$ cat src/rtl/ga_video_serializer.sv
// ga_video_serializer
//   Pixel serializer and palette stage for the CPC/Plus video path. One
//   video byte is loaded per character slot, shifted out at a rate set by
//   the video mode, decoded into 4-bit ink indices, delayed by a
//   programmable soft-scroll amount and mapped through the ink/border
//   palette into a registered output colour.
//
// Ports
//   clk_16       16 MHz pixel clock
//   reset        synchronous, active-high
//   vid_load     one-cycle strobe: vid_data / vid_dispen valid
//   vid_data     video byte
//   vid_dispen   display enable that travels with vid_data
//   hsync        CRTC HSYNC; rising edge applies pending mode/scroll
//   force_blank  forces black output
//   mode_we      write strobe for mode_in
//   mode_in      requested video mode
//   scroll_we    write strobe for scroll_in
//   scroll_in    requested scroll delay, clamped to MAX_SCROLL
//   ink_we       palette write strobe
//   ink_addr     0..15 ink, 16 border, 17..31 ignored
//   ink_data     palette value
//   pix_color    registered output colour
//   pix_blank    registered, 1 while output is forced black
//   cur_mode     currently applied mode

module ga_video_serializer #(
  parameter int COLOR_W        = 5,
  parameter int MAX_SCROLL     = 15,
  parameter int MODE_IMMEDIATE = 0
) (
  input  logic               clk_16,
  input  logic               reset,
  input  logic               vid_load,
  input  logic [7:0]         vid_data,
  input  logic               vid_dispen,
  input  logic               hsync,
  input  logic               force_blank,
  input  logic               mode_we,
  input  logic [1:0]         mode_in,
  input  logic               scroll_we,
  input  logic [3:0]         scroll_in,
  input  logic               ink_we,
  input  logic [4:0]         ink_addr,
  input  logic [COLOR_W-1:0] ink_data,
  output logic [COLOR_W-1:0] pix_color,
  output logic               pix_blank,
  output logic [1:0]         cur_mode
);

  // one pixel in flight: ink index plus the display enable of its byte
  typedef struct packed {
    logic [3:0] idx;
    logic       en;
  } pix_t;

  localparam logic [3:0] SCROLL_MAX = 4'(MAX_SCROLL);

  // ---------------------------------------------------------------------
  // Mode / scroll registers
  // ---------------------------------------------------------------------
  logic [1:0] pend_mode;
  logic [3:0] pend_scroll, cur_scroll;
  logic       hsync_q;
  logic [3:0] scroll_sat;
  logic [1:0] mode_nxt;
  logic [3:0] scroll_nxt;
  logic       apply;

  assign scroll_sat = (scroll_in > SCROLL_MAX) ? SCROLL_MAX : scroll_in;

  // A write in the same cycle as the apply event goes straight through.
  assign mode_nxt   = mode_we   ? mode_in    : pend_mode;
  assign scroll_nxt = scroll_we ? scroll_sat : pend_scroll;

  generate
    if (MODE_IMMEDIATE != 0) begin : g_apply_load
      assign apply = vid_load;
    end else begin : g_apply_hsync
      assign apply = hsync & ~hsync_q;
    end
  endgenerate

  always_ff @(posedge clk_16) begin
    if (reset) begin
      pend_mode   <= '0;
      cur_mode    <= '0;
      pend_scroll <= '0;
      cur_scroll  <= '0;
      hsync_q     <= 1'b0;
    end else begin
      hsync_q     <= hsync;
      pend_mode   <= mode_nxt;
      pend_scroll <= scroll_nxt;
      if (apply) begin
        cur_mode   <= mode_nxt;
        cur_scroll <= scroll_nxt;
      end
    end
  end

  // ---------------------------------------------------------------------
  // Shift register and prescaler
  // ---------------------------------------------------------------------
  logic [7:0] sr;
  logic       dl;
  logic [1:0] pc;
  logic [1:0] tc;

  always_comb begin
    case (cur_mode)
      2'd2:    tc = 2'd0;
      2'd1:    tc = 2'd1;
      default: tc = 2'd3;
    endcase
  end

  // ">=" rather than "==" so a mid-byte switch to a faster mode, with pc
  // already past the new terminal count, shifts on the very next cycle.
  always_ff @(posedge clk_16) begin
    if (reset) begin
      sr <= '0;
      dl <= 1'b0;
      pc <= '0;
    end else if (vid_load) begin
      sr <= vid_data;
      dl <= vid_dispen;
      pc <= '0;
    end else if (pc >= tc) begin
      sr <= {sr[6:0], 1'b0};
      pc <= '0;
    end else begin
      pc <= pc + 2'd1;
    end
  end

  // ---------------------------------------------------------------------
  // Index decode
  // ---------------------------------------------------------------------
  pix_t cur_pix;

  always_comb begin
    cur_pix.en = dl;
    case (cur_mode)
      2'd0:    cur_pix.idx = {sr[1], sr[5], sr[3], sr[7]};
      2'd2:    cur_pix.idx = {3'b000, sr[7]};
      default: cur_pix.idx = {2'b00, sr[3], sr[7]};
    endcase
  end

  // ---------------------------------------------------------------------
  // Soft-scroll delay line; tap 0 is the undelayed pixel
  // ---------------------------------------------------------------------
  pix_t dly [1:MAX_SCROLL];
  pix_t tap;

  always_ff @(posedge clk_16) begin
    if (reset) dly[1] <= '0;
    else       dly[1] <= cur_pix;
  end

  generate
    for (genvar k = 2; k <= MAX_SCROLL; k++) begin : g_dly
      always_ff @(posedge clk_16) begin
        if (reset) dly[k] <= '0;
        else       dly[k] <= dly[k-1];
      end
    end
  endgenerate

  always_comb begin
    tap = cur_pix;
    for (int k = 1; k <= MAX_SCROLL; k++)
      if (cur_scroll == 4'(k)) tap = dly[k];
  end

  // ---------------------------------------------------------------------
  // Palette
  // ---------------------------------------------------------------------
  logic [COLOR_W-1:0] inks [16];
  logic [COLOR_W-1:0] border;

  always_ff @(posedge clk_16) begin
    if (reset) begin
      for (int i = 0; i < 16; i++) inks[i] <= '0;
      border <= '0;
    end else if (ink_we) begin
      if (!ink_addr[4])          inks[ink_addr[3:0]] <= ink_data;
      else if (ink_addr == 5'd16) border             <= ink_data;
    end
  end

  // ---------------------------------------------------------------------
  // Colour select, registered
  // ---------------------------------------------------------------------
  always_ff @(posedge clk_16) begin
    if (reset) begin
      pix_color <= '0;
      pix_blank <= 1'b0;
    end else if (force_blank) begin
      pix_color <= '0;
      pix_blank <= 1'b1;
    end else begin
      pix_blank <= 1'b0;
      pix_color <= tap.en ? inks[tap.idx] : border;
    end
  end

endmodule

$ cat config.mk
export PLATFORM = sky130hd
export DESIGN_NAME = ga_video_serializer
export DESIGN_NICKNAME = d
export VERILOG_FILES = /design/src/rtl/ga_video_serializer.sv
export SDC_FILE = /design/constraint.sdc
export NUM_CORES = 1
export LEC_CHECK = 0
export ABC_AREA = 1
export CORE_ASPECT_RATIO = 0.5
export CORE_MARGIN = 4
export CORE_UTILIZATION = 48
export DETAILED_ROUTE_END_ITERATION = 10
export MAX_ROUTING_LAYER = met4
export PLACE_DENSITY_LB_ADDON = 0.08
export SYNTH_ARGS = -nofsm -noshare
export SYNTH_HDL_FRONTEND = slang
export SYNTH_SLANG_ARGS = --single-unit
$ cat constraint.sdc
create_clock -name clk_16 -period 3.1 [get_ports clk_16]
set_input_delay 0.775 -clock clk_16 [delete_from_list [all_inputs] [get_ports clk_16]]
set_output_delay 0.775 -clock clk_16 [all_outputs]
set_load 0.01 [all_outputs]
### After elaboration in Yosys (flattened, before gate mapping)

Memory sizes are Yosys's and may differ from the RTL's.
Index checks and enable logic that the tools add are counted.

| word-level totals | value |
|---|---|
| bits in registers | 35 |
| bits in latches | 0 |
| bits in writable memories | 155 |
| bits in read-only memories | 0 |
| input bits | 33 |
| memories kept | 2 |

Memories:

| name | depth | width | read ports | clocked after memory_dff | write ports | RTL line | source |
|---|---|---|---|---|---|---|---|
| inks | 16 | 5 | 1 | 0 | 16 | 180 | `logic [COLOR_W-1:0] inks [16];` |
| dly | 15 | 5 | 15 | 0 | 15 | 154 | `pix_t dly [1:MAX_SCROLL];` |

| cells by class | value |
|---|---|
| add/sub/neg operators | 1 |
| multiply operators | 0 |
| div/mod/pow operators | 0 |
| $lt $le $gt $ge | 2 |
| eq/ne operators | 18 |
| shifts and indexed selects | 0 |
| muxes and demuxes | 49 |
| bitwise operators | 17 |
| reduce and logical (&&, ||, !) cells | 6 |

Operators by type and width:

| cell | count |
|---|---|
| 5-bit 2-to-1 mux | 32 |
| 4-bit == test (second input constant) | 8 |
| 4-bit by 3-bit == test with 1-bit output (second input constant) | 4 |
| 8-bit 2-to-1 mux | 2 |
| 1-bit bitwise OR | 15 |
| 4-bit 2-to-1 mux | 3 |
| 1-bit 2-to-1 mux | 9 |
| 4-bit by 2-bit == test with 1-bit output (second input constant) | 2 |
| 4-bit case mux with 2 select lines | 1 |
| 5-bit == test (second input constant) | 1 |
| 5-bit OR reduction | 1 |
| 4-bit by 1-bit == test with 1-bit output (second input constant) | 1 |
| 4-bit greater-than comparator (second input constant) | 1 |
| 2-bit case mux with 2 select lines | 1 |
| 3-bit AND reduction | 1 |
| 3-bit OR reduction | 1 |
| 2-bit by 1-bit adder with 2-bit output (second input constant) | 1 |
| 2-bit by 1-bit == test with 1-bit output (second input constant) | 1 |
| 2-bit == test (second input constant) | 1 |
| 2-bit greater-or-equal comparator | 1 |
| 2-bit zero test | 1 |
| 2-bit 2-to-1 mux | 1 |
| 2-bit nonzero test | 1 |
| 2-bit OR reduction | 1 |
| other kinds (2) | 2 |

### Depth between registers and ports, before layout

Gate-level depths: netlist (run 1).
An unclocked memory read counts as a cell.

| depth | value |
|---|---|
| depth in word-level cells | 19 |
| depth in mapped cells | 30 |
| depth with buffers taken out | 29 |

### Worst setup path after synthesis (run 1)

OpenSTA, ideal clock, no wires.

| timing path | value |
|---|---|
| path kind | register to register |
| start | register cur_mode[0] |
| end | register pix_color[0] |
| setup time | 0.109 ns |
| data arrival time | 2.300 ns |
| path slack | 0.691 ns |
| cell stages (with the launch flop) | 28 |
| period minus slack after synthesis | 2.409 ns |
| path through | dfxtp_1 -> inv_1 -> ha_1 -> o21ai_0 -> a21oi_1 -> o21ai_1 -> nand3_1 -> nand2_1 -> nand3_1 -> nand2_1 -> nand2_1 -> nand2_1 -> nand2_1 -> nand2_1 -> nand2_1 -> nand2_1 -> nand2_1 -> nand2_1 -> nand2_1 -> nand2_1 -> inv_1 -> clkbuf_1 -> nand2_1 -> nand3_1 -> nand3_1 -> nand3_1 -> nand2_1 -> inv_1 |

| on the way | value |
|---|---|
| cells in the longest elaborated chain, start to end | 19 |
| elaborated cells between the ends (all ways) | 20 |
| those cells by class | 1 x eq/ne; 17 x mux; 1 x reduce/logical; 1 x memory |

Ends and longest elaborated chain:

| element | RTL line | source |
|---|---|---|
| from (decl) | 48 | `output logic [1:0] cur_mode` |
| from (signal assigned) | 96 | `cur_mode <= mode_nxt;` |
| 2-bit == test / 2-bit zero test (equally long branches) | 144 | `case (cur_mode)` |
| 4-bit case mux with 2 select lines (*) | 144 |  |
| 5-bit 2-to-1 mux (*) (15 in series) | 174 | `if (cur_scroll == 4'(k)) tap = dly[k];` |
| memory 16 x 5 bit (*) | n/a |  |
| 5-bit 2-to-1 mux (*) | 205 | `pix_color <= tap.en ? inks[tap.idx] : border;` |
| to (signal assigned) | 205 |  |
| to (decl) | 46 | `output logic [COLOR_W-1:0] pix_color,` |

Mark *: on every way between the ends. The rest lies on a longest branch, timed or not.
A chain may end at the register's enable or synchronous reset.

### Worst setup path after layout (run 1)

| timing path | value |
|---|---|
| start | register cur_scroll[0] |
| end | register pix_color[3] |

| on the way | value |
|---|---|
| cells in the longest elaborated chain, start to end | 18 |
| elaborated cells between the ends (all ways) | 32 |
| those cells by class | 15 x eq/ne; 16 x mux; 1 x memory |

Ends and longest elaborated chain:

| element | RTL line | source |
|---|---|---|
| from (decl) | 63 | `logic [3:0] pend_scroll, cur_scroll;` |
| from (signal assigned) | 97 | `cur_scroll <= scroll_nxt;` |
| 4-bit by 1-bit == test with 1-bit output | 174 |  |
| 5-bit 2-to-1 mux (14 in series) | 174 |  |
| 5-bit 2-to-1 mux (*) | 174 |  |
| memory 16 x 5 bit | n/a |  |
| 5-bit 2-to-1 mux (*) | 205 |  |

Marks and branches as above.

==> impl_metrics.py, run 1 <==
metrics = {
    "die": {
        "num_rows": 33,
        "die-area_sq_mm": 0.0197,
        "die_x_um": 194,
        "die_h_um": 101,
        "core_area_sq_mm": 0.0167,
        "ioPinCount": 41,
        "start_util_pct": 50.0,
    },
    "finish": {
        "fin_util_pct": 60.3,
        "stdcell_area_sq_mm": 0.0101,
        "multi_input_area_sq_mm": 0.00298,
        "layout_commonest_cell": "nand2_1",
        "antennaDiodeCount": 0,
        "regArea_sq_mm": 0.00462,
        "final_layout_size_suffix_gt1_share_pct": 12.0,
        "nFillCells": 1507,
        "area_growth_pct": 20.7,
        "nNetsFinal": 1165,
        "final_cell_mix": "199 x nand2_1, 187 x nor2_1, 170 x inv_1, 106 x nand3_1, 104 x dfxtp_1",
    },
    "clocking": {
        "ctsHoldBuffers": 0,
        "cts_tree": "yes",
        "path_clk_slew_ns": 0.08,
        "cts_sinks": 190,
        "htreeDepth": 4,
        "clk_latency_ns": 0.43,
        "cts_buffers": 17,
        "clock-root-buffer": "clkbuf_16",
        "cts_buffer_depth": 2,
    },
    "grt": {
        "track_usage_pct": 20.9,
        "grt_pass1_wl_um": 31700,
        "grt_overflow": 0,
        "antenna_found_initial": 0,
        "grt_pass1_vias": 6274,
        "grt_max_degree": 92,
    },
    "critical_path": {
        "crit_path_frequent_cell": "nand2_1",
        "cp-end-kind": "flop",
        "worst_path_max_delay_cell": "dfxtp_4",
        "reg2reg_from": "cur_scroll[0]",
        "regToRegSetupSlack_ns": 0.26,
        "slowest_delay_ns": 0.37,
        "crit_fanout": 6,
        "r2r-end": "pix_color[3]",
        "critPathLaunchType": "flop",
        "critPathRequiredTime_ns": 3.43,
        "criticalPathCategory": "flop to flop",
        "crit_arrival_ns": 3.17,
        "ff2ff_path_depth": 28,
    },
    "place": {
        "gp_congestion": 0.850,
        "placed_area_sq_mm": 0.00910,
        "place.port_buffers": 40,
        "dpl.hpwl_um": 13500,
    },
    "timing": {
        "clock_skew_ns": 0.0128,
        "slew_headroom_pct": 38.5,
        "min_period_ns": 2.84,
        "period_share_pct": 91.7,
        "setup-violations-final": 0,
        "slew_violations": 0,
        "worst_slew_pin_slew_ns": 0.923,
        "holdWs_ns": 0.412,
        "tns_ns": 0,
        "hold_viol": 0,
        "maxClockFrequency_ghz": 0.352,
    },
    "power": {
        "p_leak_nw": 4.30,
        "internal_power_mw": 4.25,
        "p_seq_share_pct": 45.7,
        "power_switching_mw": 1.75,
        "power_density_mw_per_mm2": 596,
        "power_frac_comb_pct": 18.1,
        "p_clk_share_pct": 36.2,
        "swShare_pct": 29.1,
        "power_mw": 5.99,
        "ir_drop_mv": 0.421,
    },
    "logic_synthesis": {
        "ys_warn_count": 0,
        "synthCells": 1057,
        "syn_area_per_cell_sq_um": 7.88,
        "ys_types": 29,
        "synthesis.area_sq_mm": 0.00833,
        "ys_seq_elements": 190,
        "ys_seq_area_share_pct": 55.2,
        "syn-num-nets": 1094,
    },
    "routing": {
        "wl_per_cell_um": 15.1,
        "num_vias": 6835,
        "antenna_left": 0,
        "wl_um": 20700,
        "dr.first_iter.drc_count": 582,
        "drcViolationCount": 0,
        "drtPass1Iterations": 5,
        "avgViaCountPerCell": 5.00,
    },
    "outcome": {
        "status": "completed",
    },
    "hold_path": {
        "min_from": "dly[0][48]",
        "worstHoldEndpoint": "dly[0][53]",
        "holdPathStages": 2,
        "hold_path_class": "flop to flop",
    },
    "job": {
        "max_cap_viol_count": 0,
    },
}
[cells in the mapped netlist]
master,number,share of area [%]
a21oi_1,47,2.8
nor2_2,2,0.15
nor2_4,4,0.54
a31oi_1,8,0.60
buf_6,1,0.14
clkinv_1,2,0.090
nand2_1,203,9.1
buf_1,1,0.045
o21ai_1,8,0.48
nor4_1,1,0.075
edfxtp_1,80,29
o211ai_1,4,0.36
mux2i_1,6,0.72
buf_2,8,0.48
nor2_1,187,8.4
nand2_2,5,0.38
nor3_1,5,0.30
o21ai_0,29,1.7
dfxtp_1,110,26
nand3_1,119,7.1
or2_1,1,0.075
o22ai_1,1,0.075
inv_1,171,7.7
xnor2_1,1,0.11
clkbuf_1,26,1.2
ha_1,4,0.60
buf_4,3,0.27
inv_2,15,0.68
nand3b_1,5,0.45
[power by group through the flow]
stage               logic, mW  clock network, mW  registers (mW)
detailed placement      0.871                  0            2.79
CTS                     0.895               2.19            2.74
floorplan               0.603                  0            2.78
global placement        0.866                  0            2.79
global route             1.18               2.32            2.75
finish                   1.09               2.17            2.74
[registers in the layout, summed over array words and instances, names as in the netlist]
register     count
inks            80
dly             75
sr               8
border           5
pix_color        5
cur_scroll       4
pend_scroll      4
cur_mode         2
pc               2
pend_mode        2
dl               1
hsync_q          1
pix_blank        1
[critical path: cells and delay by family (launching register included)]
family	cells	cell delay, ns
compound gates	1	0.12
flops	1	0.37
simple gates	21	1.77
buf+inv	6	0.48
[what timing repair did]
action | CTS | global route
endpoints found under the hold margin | 0 | 0
pin swaps | 0 | 15
buffers inserted | 0 | 10
cloned | 2 | 7
endpoints found under the setup margin | 1 | 5
gates resized for setup | 5 | 39
[per-stage QoR]
step / std cells / setup slack (ns)
2_1_floorplan: 1057 / 0.691
3_3_place_gp: 1317 / 0.0387
3_5_place_dp: 1317 / 0.0534
4_1_cts: 1351 / 0.0381
5_1_grt: 1368 / -0.0450
6_report: 1368 / 0.256
[metal layers]
layer / global-route usage, % / part of all wire, % / vias up
met5: - / 0 / -
met4: 5.24 / 1.4 / 0
met3: 3.72 / 5.6 / 28
met2: 33.0 / 46 / 182
met1: 28.4 / 47 / 3174
li1: - / - / 3451
[worst max path at each step]
stage	from	to	slack, ns	depth (start not counted)
floorplan	cur_mode[0]	pix_color[0]	0.69	27
global placement	cur_mode[0]	pix_color[1]	0.04	26
detailed placement	cur_mode[0]	pix_color[1]	0.05	26
CTS	cur_mode[0]	pix_color[1]	0.04	26
global route	cur_scroll[2]	pix_color[3]	-0.05	28
finish	cur_scroll[0]	pix_color[3]	0.26	28
[final cells by class]
type,instances,share of cell area [%]
flip-flops and latches,190,45.9
multi-input cells,640,29.6
repair buffers,88,8.66
inverters,188,7.05
clock buffers,18,4.27
well taps,227,2.82
clock inverters,14,1.46
repair inverters,3,0.224
[logic make-up after synthesis]
logic type / after synthesis / synth area share, %
compound gates: 97 / 6.08
xor+xnor: 1 / 0.105
fa+ha+maj: 4 / 0.601
buf+inv: 227 / 10.6
flops: 190 / 55.2
mux: 6 / 0.721
simple gates: 532 / 26.7
Note: power is estimated with default switching activity, not from simulation.
==> inputs of run 2 (changes only) <==
ABC_AREA = not set   (was 1)
SKIP_CTS_REPAIR_TIMING = 1   (was not set)
==> impl_metrics.py, run 2 <==
metrics = {
    "outcome": {
        "status": "completed",
    },
    "die": {
        "die_h_um": 102,
        "die-area_sq_mm": 0.0199,
        "die_x_um": 195,
        "start_util_pct": 50.2,
        "core_area_sq_mm": 0.0168,
        "ioPinCount": 41,
        "num_rows": 33,
    },
    "clocking": {
        "htreeDepth": 4,
        "cts_buffer_depth": 2,
        "clock-root-buffer": "clkbuf_16",
        "cts_tree": "yes",
        "cts_buffers": 17,
        "cts_sinks": 190,
        "clk_latency_ns": 0.43,
        "path_clk_slew_ns": 0.07,
    },
    "grt": {
        "antenna_found_initial": 0,
        "grt_overflow": 0,
        "track_usage_pct": 20.0,
        "grt_pass1_vias": 5483,
        "grt_max_degree": 103,
        "grt_pass1_wl_um": 30000,
    },
    "place": {
        "gp_congestion": 0.876,
        "dpl.hpwl_um": 12700,
        "placed_area_sq_mm": 0.00912,
        "place.port_buffers": 40,
    },
    "finish": {
        "stdcell_area_sq_mm": 0.00967,
        "largest_reg_flops": 80,
        "layout_commonest_cell": "dfxtp_1",
        "fin_util_pct": 57.7,
        "max_flop_register": "inks",
        "antennaDiodeCount": 0,
        "nFillCells": 1458,
        "area_growth_pct": 14.8,
        "final_layout_size_suffix_gt1_share_pct": 11.3,
        "final_cell_mix": "109 x dfxtp_1, 81 x and2_1, 80 x edfxtp_1, 77 x nor2b_1, 73 x mux2i_1",
        "reg_top3": "inks (80), dly (75), sr (8)",
        "nNetsFinal": 821,
    },
    "routing": {
        "wl_um": 18400,
        "antenna_left": 0,
        "avgViaCountPerCell": 5.30,
        "num_vias": 5429,
        "drcViolationCount": 0,
        "drtPass1Iterations": 6,
        "wl_per_cell_um": 17.9,
        "dr.first_iter.drc_count": 356,
    },
    "critical_path": {
        "regToRegSetupSlack_ns": 0.31,
        "critPathRequiredTime_ns": 3.40,
        "cp_top_family": "compound AO/OA/AOI/OAI gates",
        "crit_arrival_ns": 3.09,
        "criticalPathCategory": "flop to flop",
        "worst_path_max_delay_cell": "or3b_1",
        "r2r-end": "pix_color[2]",
        "reg2reg_from": "cur_scroll[0]",
        "path_buf_inv": 2,
        "ff2ff_path_depth": 10,
        "crit_fanout": 26,
        "cp-end-kind": "flop",
        "slowest_delay_ns": 0.49,
        "critPathLaunchType": "flop",
        "path_cells": "buf_12 -> or3b_1 -> a21oi_1 -> o2111ai_1 -> a32oi_2 -> buf_12 -> mux2i_1 -> mux2i_1 -> a22oi_1 -> o221ai_1",
    },
    "timing": {
        "grt_setup_unrepaired": "false",
        "clock_skew_ns": 0.0149,
        "hold_viol": 0,
        "period_share_pct": 90.1,
        "holdWs_ns": 0.442,
        "slew_headroom_pct": 33.9,
        "worst_slew_pin_slew_ns": 0.992,
        "min_period_ns": 2.79,
        "maxClockFrequency_ghz": 0.358,
        "tns_ns": 0,
        "setup-violations-final": 0,
        "slew_violations": 0,
    },
    "logic_synthesis": {
        "synthesis.area_sq_mm": 0.00842,
        "syn_area_per_cell_sq_um": 11.3,
        "synthFlopType": "dfxtp_1",
        "ys_seq_elements": 190,
        "ys_types": 62,
        "synthCells": 745,
        "synth_top_area_cell": "edfxtp_1",
        "ys_warn_count": 0,
        "synthTopCellsByCount": "110 x dfxtp_1, 81 x and2_1, 80 x edfxtp_1, 77 x nor2b_1, 73 x mux2i_1",
        "synth-edff-count": 80,
        "syn-num-nets": 782,
        "ys_seq_area_share_pct": 54.7,
        "synthArstFlopShare_pct": 0,
        "yosysTopAreaCellShare_pct": 28.5,
        "yosys.cell_count.top_type": "dfxtp_1",
        "synthTopCellsByArea": "edfxtp_1 29%, dfxtp_1 26%, mux2i_1 8.7%",
    },
    "power": {
        "ir_drop_mv": 0.404,
        "power_density_mw_per_mm2": 573,
        "p_leak_nw": 3.54,
    },
    "job": {
        "max_cap_viol_count": 0,
    },
    "hold_path": {
        "hold_path_class": "flop to flop",
        "worstHoldEndpoint": "dly[0][56]",
        "holdPathStages": 2,
        "min_from": "dly[0][51]",
    },
}
run 2: cell types whose count changed in the layout (fill, tap and decap cells not counted), sizes merged, moves of 10 or more:
cell and change:
o21ai -22, mux2i +67, inv -174, nor2b +77, nand2 -196, a21oi -18, mux4 +10, and2 +81
or2 +15, nor2 -132, nand3 -113, nand2b +10, buf -17
run 2: power by group:
group          internal (mW)  switching (mW)
registers               2.69          0.0500
clock network           1.12           0.960
logic                  0.336           0.382
run 2: tightest hold or removal path: cells and delay by family, from the launching register on:
| kind | cells | cell delay [ns] |
|---|---|---|
| simple gates | 1 | 0.04 |
| buf+inv | 1 | 0.07 |
| flops | 1 | 0.30 |
run 2: worst max-delay path by stage:
stage                  start      endpoint  slack, ns  cells past startpoint
2_1_floorplan  cur_scroll[2]  pix_color[2]       0.66                     10
3_5_place_dp          ink_we   inks[12][1]       0.16                      5
5_1_grt        cur_scroll[0]  pix_color[1]       0.13                      8
6_report       cur_scroll[0]  pix_color[2]       0.31                     10
3_3_place_gp          ink_we   inks[12][1]       0.23                      5
4_1_cts        cur_scroll[0]  pix_color[2]       0.28                     10
run 2: stage by stage:
step,setup WS (ns),power [mW],instances
6_report,0.308,5.53,1024
5_1_grt,0.130,5.76,1024
4_1_cts,0.276,5.59,1024
3_5_place_dp,0.159,3.52,992
3_3_place_gp,0.230,3.51,992
2_1_floorplan,0.658,3.29,745
run 2: cells by family (layout without fill, tap and decap cells):
kind of cell / count (synthesis) / after routing / share of synthesized area, %
xor+xnor: 1 / 1 / 0.104
fa+ha+maj: 4 / 4 / 0.594
compound gates: 104 / 104 / 8.53
flops: 190 / 190 / 54.7
simple gates: 295 / 295 / 20.1
buf+inv: 65 / 117 / 4.04
mux: 86 / 86 / 11.9
run 2: cell type report:
class / instances / area, sq um / area share, %
inverter: 18 / 67.6 / 0.699
sequential: 190 / 4610 / 47.7
tap: 227 / 284 / 2.94
clock buffer: 20 / 437 / 4.52
multi-input combinational: 490 / 3500 / 36.2
timing repair buffer: 67 / 663 / 6.86
clock inverter: 12 / 113 / 1.17
run 2: per-layer routing:
metal	global-route usage, %	up-vias	part of all wire [%]
met5	-	-	0
met4	4.83	0	0.83
met3	4.42	15	4.1
met2	30.8	94	46
met1	27.4	2595	49
li1	-	2725	-
==> inputs of run 3 (changes only) <==
DONT_BUFFER_PORTS = 1   (was not set)
==> impl_metrics.py, run 3 (synthesis results as in run 2) <==
metrics = {
    "die": {
        "num_rows": 33,
        "die_h_um": 102,
        "die-area_sq_mm": 0.0199,
        "die_x_um": 195,
        "start_util_pct": 50.2,
        "ioPinCount": 41,
        "core_area_sq_mm": 0.0168,
    },
    "finish": {
        "reg_top3": "inks (80), dly (75), sr (8)",
        "nFillCells": 1488,
        "stdcell_area_sq_mm": 0.00920,
        "final_cell_mix": "109 x dfxtp_1, 81 x and2_1, 80 x edfxtp_1, 77 x nor2b_1, 73 x mux2i_1",
        "antennaDiodeCount": 0,
        "max_flop_register": "inks",
        "regArea_sq_mm": 0.00461,
        "final_cells": 975,
        "fin_util_pct": 54.9,
        "final_layout_size_suffix_gt1_share_pct": 10.7,
        "largest_reg_flops": 80,
        "multi_input_area_sq_mm": 0.00350,
        "layout_commonest_cell": "dfxtp_1",
        "area_growth_pct": 9.21,
        "nNetsFinal": 772,
    },
    "critical_path": {
        "crit_path_frequent_cell": "mux2i_1",
        "slowest_delay_ns": 0.53,
        "crit_arrival_ns": 3.17,
        "crit_fanout": 26,
        "path_cells": "or3b_1 -> a21oi_1 -> o2111ai_1 -> a32oi_2 -> buf_12 -> mux2i_1 -> mux2i_1 -> a22oi_1 -> o221ai_1",
        "critPathRequiredTime_ns": 3.39,
        "cp-end-kind": "flop",
        "critPathLaunchType": "flop",
        "worst_path_max_delay_cell": "or3b_1",
        "criticalPathCategory": "flop to flop",
    },
    "routing": {
        "drcViolationCount": 0,
        "drtPass1Iterations": 5,
        "wl_per_cell_um": 18.3,
        "num_vias": 5265,
        "wl_um": 17800,
        "antenna_left": 0,
        "dr.first_iter.drc_count": 373,
        "avgViaCountPerCell": 5.40,
    },
    "timing": {
        "hold_viol": 0,
        "holdWs_ns": 0.419,
        "maxClockFrequency_ghz": 0.347,
        "slew_violations": 0,
        "setup-violations-final": 0,
        "period_share_pct": 93.0,
        "worst_slew_pin_slew_ns": 0.829,
        "grt_setup_unrepaired": "false",
        "min_period_ns": 2.88,
        "tns_ns": 0,
        "clock_skew_ns": 0.0115,
        "slew_headroom_pct": 44.6,
    },
    "job": {
        "max_cap_viol_count": 0,
    },
    "clocking": {
        "path_clk_slew_ns": 0.07,
        "cts_buffer_depth": 2,
        "cts_sinks": 190,
        "clk_latency_ns": 0.42,
        "cts_buffers": 17,
        "clock-root-buffer": "clkbuf_16",
        "cts_tree": "yes",
        "htreeDepth": 4,
    },
    "power": {
        "swShare_pct": 24.1,
        "p_leak_nw": 3.33,
        "internal_power_mw": 4.17,
        "p_clk_share_pct": 39.1,
        "power_frac_comb_pct": 10.8,
        "power_switching_mw": 1.32,
        "p_seq_share_pct": 50.1,
        "power_density_mw_per_mm2": 597,
        "ir_drop_mv": 0.416,
    },
    "place": {
        "placed_cells": 943,
        "dpl.hpwl_um": 12300,
        "gp_congestion": 0.834,
        "placed_area_sq_mm": 0.00863,
        "place.port_buffers": 0,
    },
    "hold_path": {
        "hold_path_class": "input pin to flop",
    },
    "grt": {
        "antenna_found_initial": 0,
        "grt_overflow": 0,
        "grt_max_degree": 125,
        "grt_pass1_vias": 5115,
        "track_usage_pct": 19.3,
        "grt_pass1_wl_um": 28700,
    },
    "outcome": {
        "status": "completed",
    },
}
[run 3: changes by cell type in the layout (fill, tap and decap cells not counted)]
cell	change
clkdlybuf4s50_1	-39
buf_4	-8
buf_12	-2
clkinv_2	-2
bufinv_16	+1
clkinvlp_2	+1
inv_6	+1
inv_8	-1
[run 3: path summary, 6_finish.rpt]
check	from	to	slack (ns)	depth (start not counted)
min reg2reg	dly[0][51]	dly[0][56]	0.45	2
max	cur_scroll[1]	pix_color[2]	0.22	9
max reg2reg	cur_scroll[1]	pix_color[2]	0.22	9
min	vid_load	pc[1]	0.42	1
[run 3: worst max-delay path, delay by kind of cell (launching register included)]
kind                   cells  cell delay, ns
AND/OR/NAND/NOR            1            0.53
multiplexers               2            0.37
buffers and inverters      1            0.25
flip-flops                 1            0.44
AO/OA/AOI/OAI              5            1.14
[run 3: metal layers]
layer	vias to the layer above	global-route usage [%]	part of all wire (%)
li1	2614	-	-
met3	17	3.92	3.9
met4	0	4.93	1.0
met2	102	29.6	45
met1	2532	26.7	50
met5	-	-	0
[run 3: stage by stage]
step	power [mW]	worst slack, ns
3_5_place_dp	3.40	0.245
5_1_grt	5.71	0.0114
6_report	5.49	0.218
4_1_cts	5.54	0.219
3_3_place_gp	3.39	0.266
2_1_floorplan	3.29	0.658
[run 3: cell type report]
class	instances	share of cell area, %
Clock inverter	12	1.47
Multi-Input combinational cell	490	38.0
Sequential cell	190	50.1
Tap cell	227	3.09
Timing Repair Buffer	18	1.88
Clock buffer	20	4.75
Inverter	18	0.735
[run 3: power groups by stage]
stage	Combinational (mW)	Sequential [mW]	Clock (mW)
CTS	0.598	2.75	2.19
finish	0.595	2.75	2.15
global placement	0.589	2.81	0
floorplan	0.515	2.77	0
global route	0.649	2.76	2.30
detailed placement	0.595	2.81	0
